**config.mk**
```make
export PLATFORM = sky130hd
export DESIGN_NAME = uart_tx
export DESIGN_NICKNAME = d
export VERILOG_FILES = /design/src/rtl/uart_tx.sv
export SDC_FILE = /design/constraint.sdc
export NUM_CORES = 1
export LEC_CHECK = 0
export ABC_AREA = 1
export CAP_MARGIN = 20
export CORE_MARGIN = 2
export CORE_UTILIZATION = 51
export DETAILED_ROUTE_END_ITERATION = 7
export HOLD_SLACK_MARGIN = 0.1
export PLACE_DENSITY = 0.8
export SETUP_SLACK_MARGIN = 0.5
export SLEW_MARGIN = 20
export SYNTH_ARGS = -nofsm -noshare
export SYNTH_HDL_FRONTEND = slang
export SYNTH_SLANG_ARGS = --single-unit
```
**constraint.sdc**
```tcl
create_clock -name clk_i -period 1.6 [get_ports clk_i]
set_clock_uncertainty 0.2 [all_clocks]
set_input_delay 0.24 -clock clk_i [delete_from_list [all_inputs] [get_ports clk_i]]
set_output_delay 0.24 -clock clk_i [all_outputs]
set_load 0.02 [all_outputs]
```
**src/rtl/uart_tx.sv**
```systemverilog
// UART transmit serializer with a one-entry holding register and optional parity.
// Define UART_TX_TWO_STOP_EN to append a second stop bit to every frame.
module uart_tx #(
  parameter int unsigned DATA_BITS = 8
) (
  input  logic                 clk_i,
  input  logic                 rst_i,
  input  logic                 baud_tick_i,
  input  logic                 tx_en,
  input  logic                 parity_en,
  input  logic                 parity_odd,
  input  logic                 data_order,
  input  logic                 polarity,
  input  logic [DATA_BITS-1:0] data_i,
  input  logic                 valid_i,
  output logic                 ready_o,
  output logic                 tx_o,
  output logic                 busy_o
);

  localparam int unsigned CntW = $clog2(DATA_BITS);
  localparam logic [CntW-1:0] LastCnt = CntW'(DATA_BITS - 1);

  typedef enum logic [2:0] {
    StIdle,
    StStart,
    StData,
    StParity,
`ifdef UART_TX_TWO_STOP_EN
    StStop2,
`endif
    StStop
  } state_e;

  state_e               state_q, state_d;
  logic [DATA_BITS-1:0] hold_q;
  logic                 hold_v;
  logic [DATA_BITS-1:0] shift_q, shift_d, shifted;
  logic [CntW-1:0]      cnt_q, cnt_d;
  logic                 par_en_q, par_bit_q, order_q;
  logic                 line_q, line_d;
  logic                 busy_q;
  logic                 load, can_load;

  assign can_load = hold_v & tx_en;
  assign shifted  = order_q ? (shift_q << 1) : (shift_q >> 1);

  always_comb begin
    state_d = state_q;
    shift_d = shift_q;
    cnt_d   = cnt_q;
    line_d  = line_q;
    load    = 1'b0;
    if (baud_tick_i) begin
      unique case (state_q)
        StIdle: begin
          if (can_load) begin
            load    = 1'b1;
            shift_d = hold_q;
            state_d = StStart;
            line_d  = 1'b0;
          end
        end
        StStart: begin
          state_d = StData;
          cnt_d   = '0;
          line_d  = order_q ? shift_q[DATA_BITS-1] : shift_q[0];
        end
        StData: begin
          if (cnt_q < LastCnt) begin
            cnt_d   = cnt_q + 1'b1;
            shift_d = shifted;
            line_d  = order_q ? shifted[DATA_BITS-1] : shifted[0];
          end else if (par_en_q) begin
            state_d = StParity;
            line_d  = par_bit_q;
          end else begin
            state_d = StStop;
            line_d  = 1'b1;
          end
        end
        StParity: begin
          state_d = StStop;
          line_d  = 1'b1;
        end
`ifdef UART_TX_TWO_STOP_EN
        StStop: begin
          state_d = StStop2;
          line_d  = 1'b1;
        end
        StStop2: begin
`else
        StStop: begin
`endif
          // Last stop bit: chain straight into the next frame when one is queued.
          if (can_load) begin
            load    = 1'b1;
            shift_d = hold_q;
            state_d = StStart;
            line_d  = 1'b0;
          end else begin
            state_d = StIdle;
            line_d  = 1'b1;
          end
        end
        default: begin
          state_d = StIdle;
          line_d  = 1'b1;
        end
      endcase
    end
  end

  always_ff @(posedge clk_i) begin
    if (rst_i) begin
      state_q   <= StIdle;
      hold_q    <= '0;
      hold_v    <= 1'b0;
      shift_q   <= '0;
      cnt_q     <= '0;
      par_en_q  <= 1'b0;
      par_bit_q <= 1'b0;
      order_q   <= 1'b0;
      line_q    <= 1'b1;
      busy_q    <= 1'b0;
    end else begin
      state_q <= state_d;
      shift_q <= shift_d;
      cnt_q   <= cnt_d;
      line_q  <= line_d;
      busy_q  <= (state_d != StIdle);
      if (load) begin
        hold_v    <= 1'b0;
        par_en_q  <= parity_en;
        order_q   <= data_order;
        par_bit_q <= (^hold_q) ^ parity_odd;
      end else if (valid_i && !hold_v) begin
        hold_v <= 1'b1;
        hold_q <= data_i;
      end
    end
  end

  assign ready_o = ~hold_v;
  assign busy_o  = busy_q;
  assign tx_o    = line_q ^ polarity;

endmodule

```
==> flow_summary.json <==
{
  "status": "complete, no violations",
  "power_mw": 1.47,
  "tightest_slew_ns": 0.254,
  "setup_viol": 0,
  "clock_sinks": 28,
  "vias_per_cell": 5.15,
  "die_x_um": 59.6,
  "slew_headroom": 0.829,
  "cts_root_buf": "clkbuf_4",
  "clkPwrFrac": 0.235,
  "grtUsageTotal": 0.224,
  "syn_inst": 246,
  "n_antenna_cell": 0,
  "comb_power_share": 0.253,
  "hold_violations": 0,
  "async_reset_ff_frac": 0,
  "antenna_found_initial": 0,
  "rsz0062_at_grt": "true",
  "min_period_ns": 1.49,
  "io_pins": 20,
  "arrival_ns": 1.53,
  "ys_seq_area_frac": 0.355,
  "fp-row-count": 20,
  "swShare": 0.295,
  "drive_gt1_frac": 0.307,
  "synthesis.nets": 264,
  "grt_pass1_wl_um": 6070,
  "cp_max_fo": 18,
  "switchingPower_mw": 0.435,
  "path_class": "flop to flop",
  "synth_top_area_cell": "dfxtp_1",
  "ys_types": 25,
  "finalSetupTns_ns": 0,
  "seq_area_um2": 591,
  "start_util": 0.525,
  "p_int_mw": 1.04,
  "min_path_type": "primary input to flop",
  "nets": 302,
  "ir_drop_v": 0.000530,
  "fin_util": 0.728,
  "path_cells": "nor2_4 > buf_8 > nor3_1 > a21oi_1 > and3_1 > nor2_1",
  "clkLatencyLatePin_ns": 0.33,
  "required_ns": 1.65,
  "ctsHoldBuffers": 0,
  "yosysMostFrequentCell": "nand2_1",
  "filler_cell_count": 238,
  "ys_ff_latch": 28,
  "multi_input_area_um2": 983,
  "synthTopCellsByArea": "dfxtp_1 36%, nand2_1 18%, inv_1 8.1%",
  "grt_pass1_vias": 1541,
  "portBuffers": 19,
  "synth_top_area_share": 0.355,
  "clk_pin_slew_ns": 0.14,
  "firstDrtPassIters": 4,
  "h-tree-depth": 1,
  "dp_hpwl_um": 2600,
  "yosys_most_used_dff": "dfxtp_1",
  "wl_per_cell_um": 12.1,
  "ant_nets": 0,
  "cts_max_path_buffers": 2,
  "overflow": 0,
  "area_growth_pct": 38.5,
  "die_area_um2": 3550,
  "routed_wl_um": 3830,
  "crit_slowest_cell": "dfxtp_4",
  "synth_common_cells": "75 x nand2_1, 34 x inv_1, 28 x dfxtp_1, 21 x o21ai_0, 20 x a21oi_1",
  "netlist_area_um2": 1580,
  "max_stage_delay_ns": 0.39,
  "fin_crit_sh": 0.929,
  "max_freq_mhz": 673,
  "powerDensity_nw_per_um2": 674,
  "sequentialPowerShare": 0.513,
  "startpoint_type": "flop",
  "cts_tree": "built",
  "drtIter0Drc": 53,
  "synth-edff-count": 0,
  "place.gp.congestion": 0.832,
  "synth.avg_cell_area_um2": 6.41,
  "leakage_nw": 1.01,
  "vias": 1626,
  "core_area_um2": 3000,
  "cts_buffers": 3,
  "grt_max_degree": 19,
  "max_cap_violations": 0,
  "die_h_um": 59.6,
  "cp-end-kind": "flop",
  "drv_slew": 0,
  "ys_warn_count": 0,
  "drc_errors": 0
}
## power groups by stage
stage / sequential (mW) / combinational, mW / clock (mW)
floorplan: 0.770 / 0.220 / 0
global placement: 0.773 / 0.311 / 0
detailed placement: 0.775 / 0.319 / 0
CTS: 0.757 / 0.337 / 0.355
global route: 0.759 / 0.409 / 0.382
finish: 0.755 / 0.372 / 0.346
## cells in the final DEF, fill, tap and decap left out, drive strengths merged, types with 2 or more instances in the layout
| master | count |
|---|---|
| buf | 24 |
| xor2 | 2 |
| or2 | 3 |
| nor2 | 21 |
| clkdlybuf4s50 | 14 |
| nand2 | 82 |
| o21ai | 21 |
| nand3 | 15 |
| clkbuf | 4 |
| o21a | 3 |
| nand4 | 3 |
| a21oi | 20 |
| xnor2 | 2 |
| inv | 36 |
| dfxtp | 28 |
## metrics by stage
stage / hold slack, ns / area (um2) / instances / setup slack, ns
floorplan: 0.159 / 1670 / 246 / 0.181
detailed placement: 0.252 / 1910 / 302 / -0.321
finish: 0.267 / 2190 / 316 / 0.114
CTS: 0.262 / 2030 / 309 / 0.116
global placement: 0.242 / 1910 / 302 / -0.313
global route: 0.276 / 2190 / 316 / 0.0531
## path summary, 6_finish.rpt
kind	startpoint	end	slack (ns)	cells past startpoint
worst max-delay path	state_q[1]	shift_q[0]	0.11	6
worst min-delay path	data_order	order_q	0.27	3
worst max register to register	state_q[1]	shift_q[0]	0.11	6
worst min register to register	shift_q[7]	shift_q[7]	0.27	2
## timing repair
item / in CTS / in global routing
buffers inserted: 2 / 7
pin swaps: 16 / 18
setup endpoints to repair: 31 / 31
cloned: 1 / 0
resized for setup: 38 / 37
## kinds of logic (layout without fill, tap and decap cells)
kind of cell | after synthesis | count (layout) | synth area share
AND/OR/NAND/NOR | 125 | 126 | 0.351
AO/OA/AOI/OAI | 44 | 44 | 0.144
buffers and inverters | 44 | 80 | 0.119
flip-flops | 28 | 28 | 0.355
XOR/XNOR | 4 | 4 | 0.0222
adder cells (fa/ha/maj) | 1 | 1 | 0.00793
## flip-flops by register name, summed over array words and instances (netlist names)
signal / flops
par_en_q: 1
order_q: 1
line_q: 1
state_q: 3
hold_q: 8
par_bit_q: 1
hold_v: 1
busy_o: 1
cnt_q: 3
shift_q: 8
## routing by layer
layer,GRT usage,wire length (um),part of all wire
met1,0.244,1620,0.42
met2,0.433,2020,0.53
met3,0.0262,100,0.026
met4,0.0889,85,0.022
met5,0,0,0
## final cells by class
cell class | instances | area share
repair buffers | 40 | 0.176
multi-input cells | 175 | 0.450
clock buffers | 4 | 0.0166
inverters | 36 | 0.0687
flip-flops and latches | 28 | 0.270
well taps | 33 | 0.0189
## critical path: cells and delay by family (launching register included)
kind	cells	cell delay, ns
simple gates	4	0.48
flops	1	0.39
buf+inv	1	0.19
compound gates	1	0.14
Note: power is estimated with default switching activity, not from simulation.
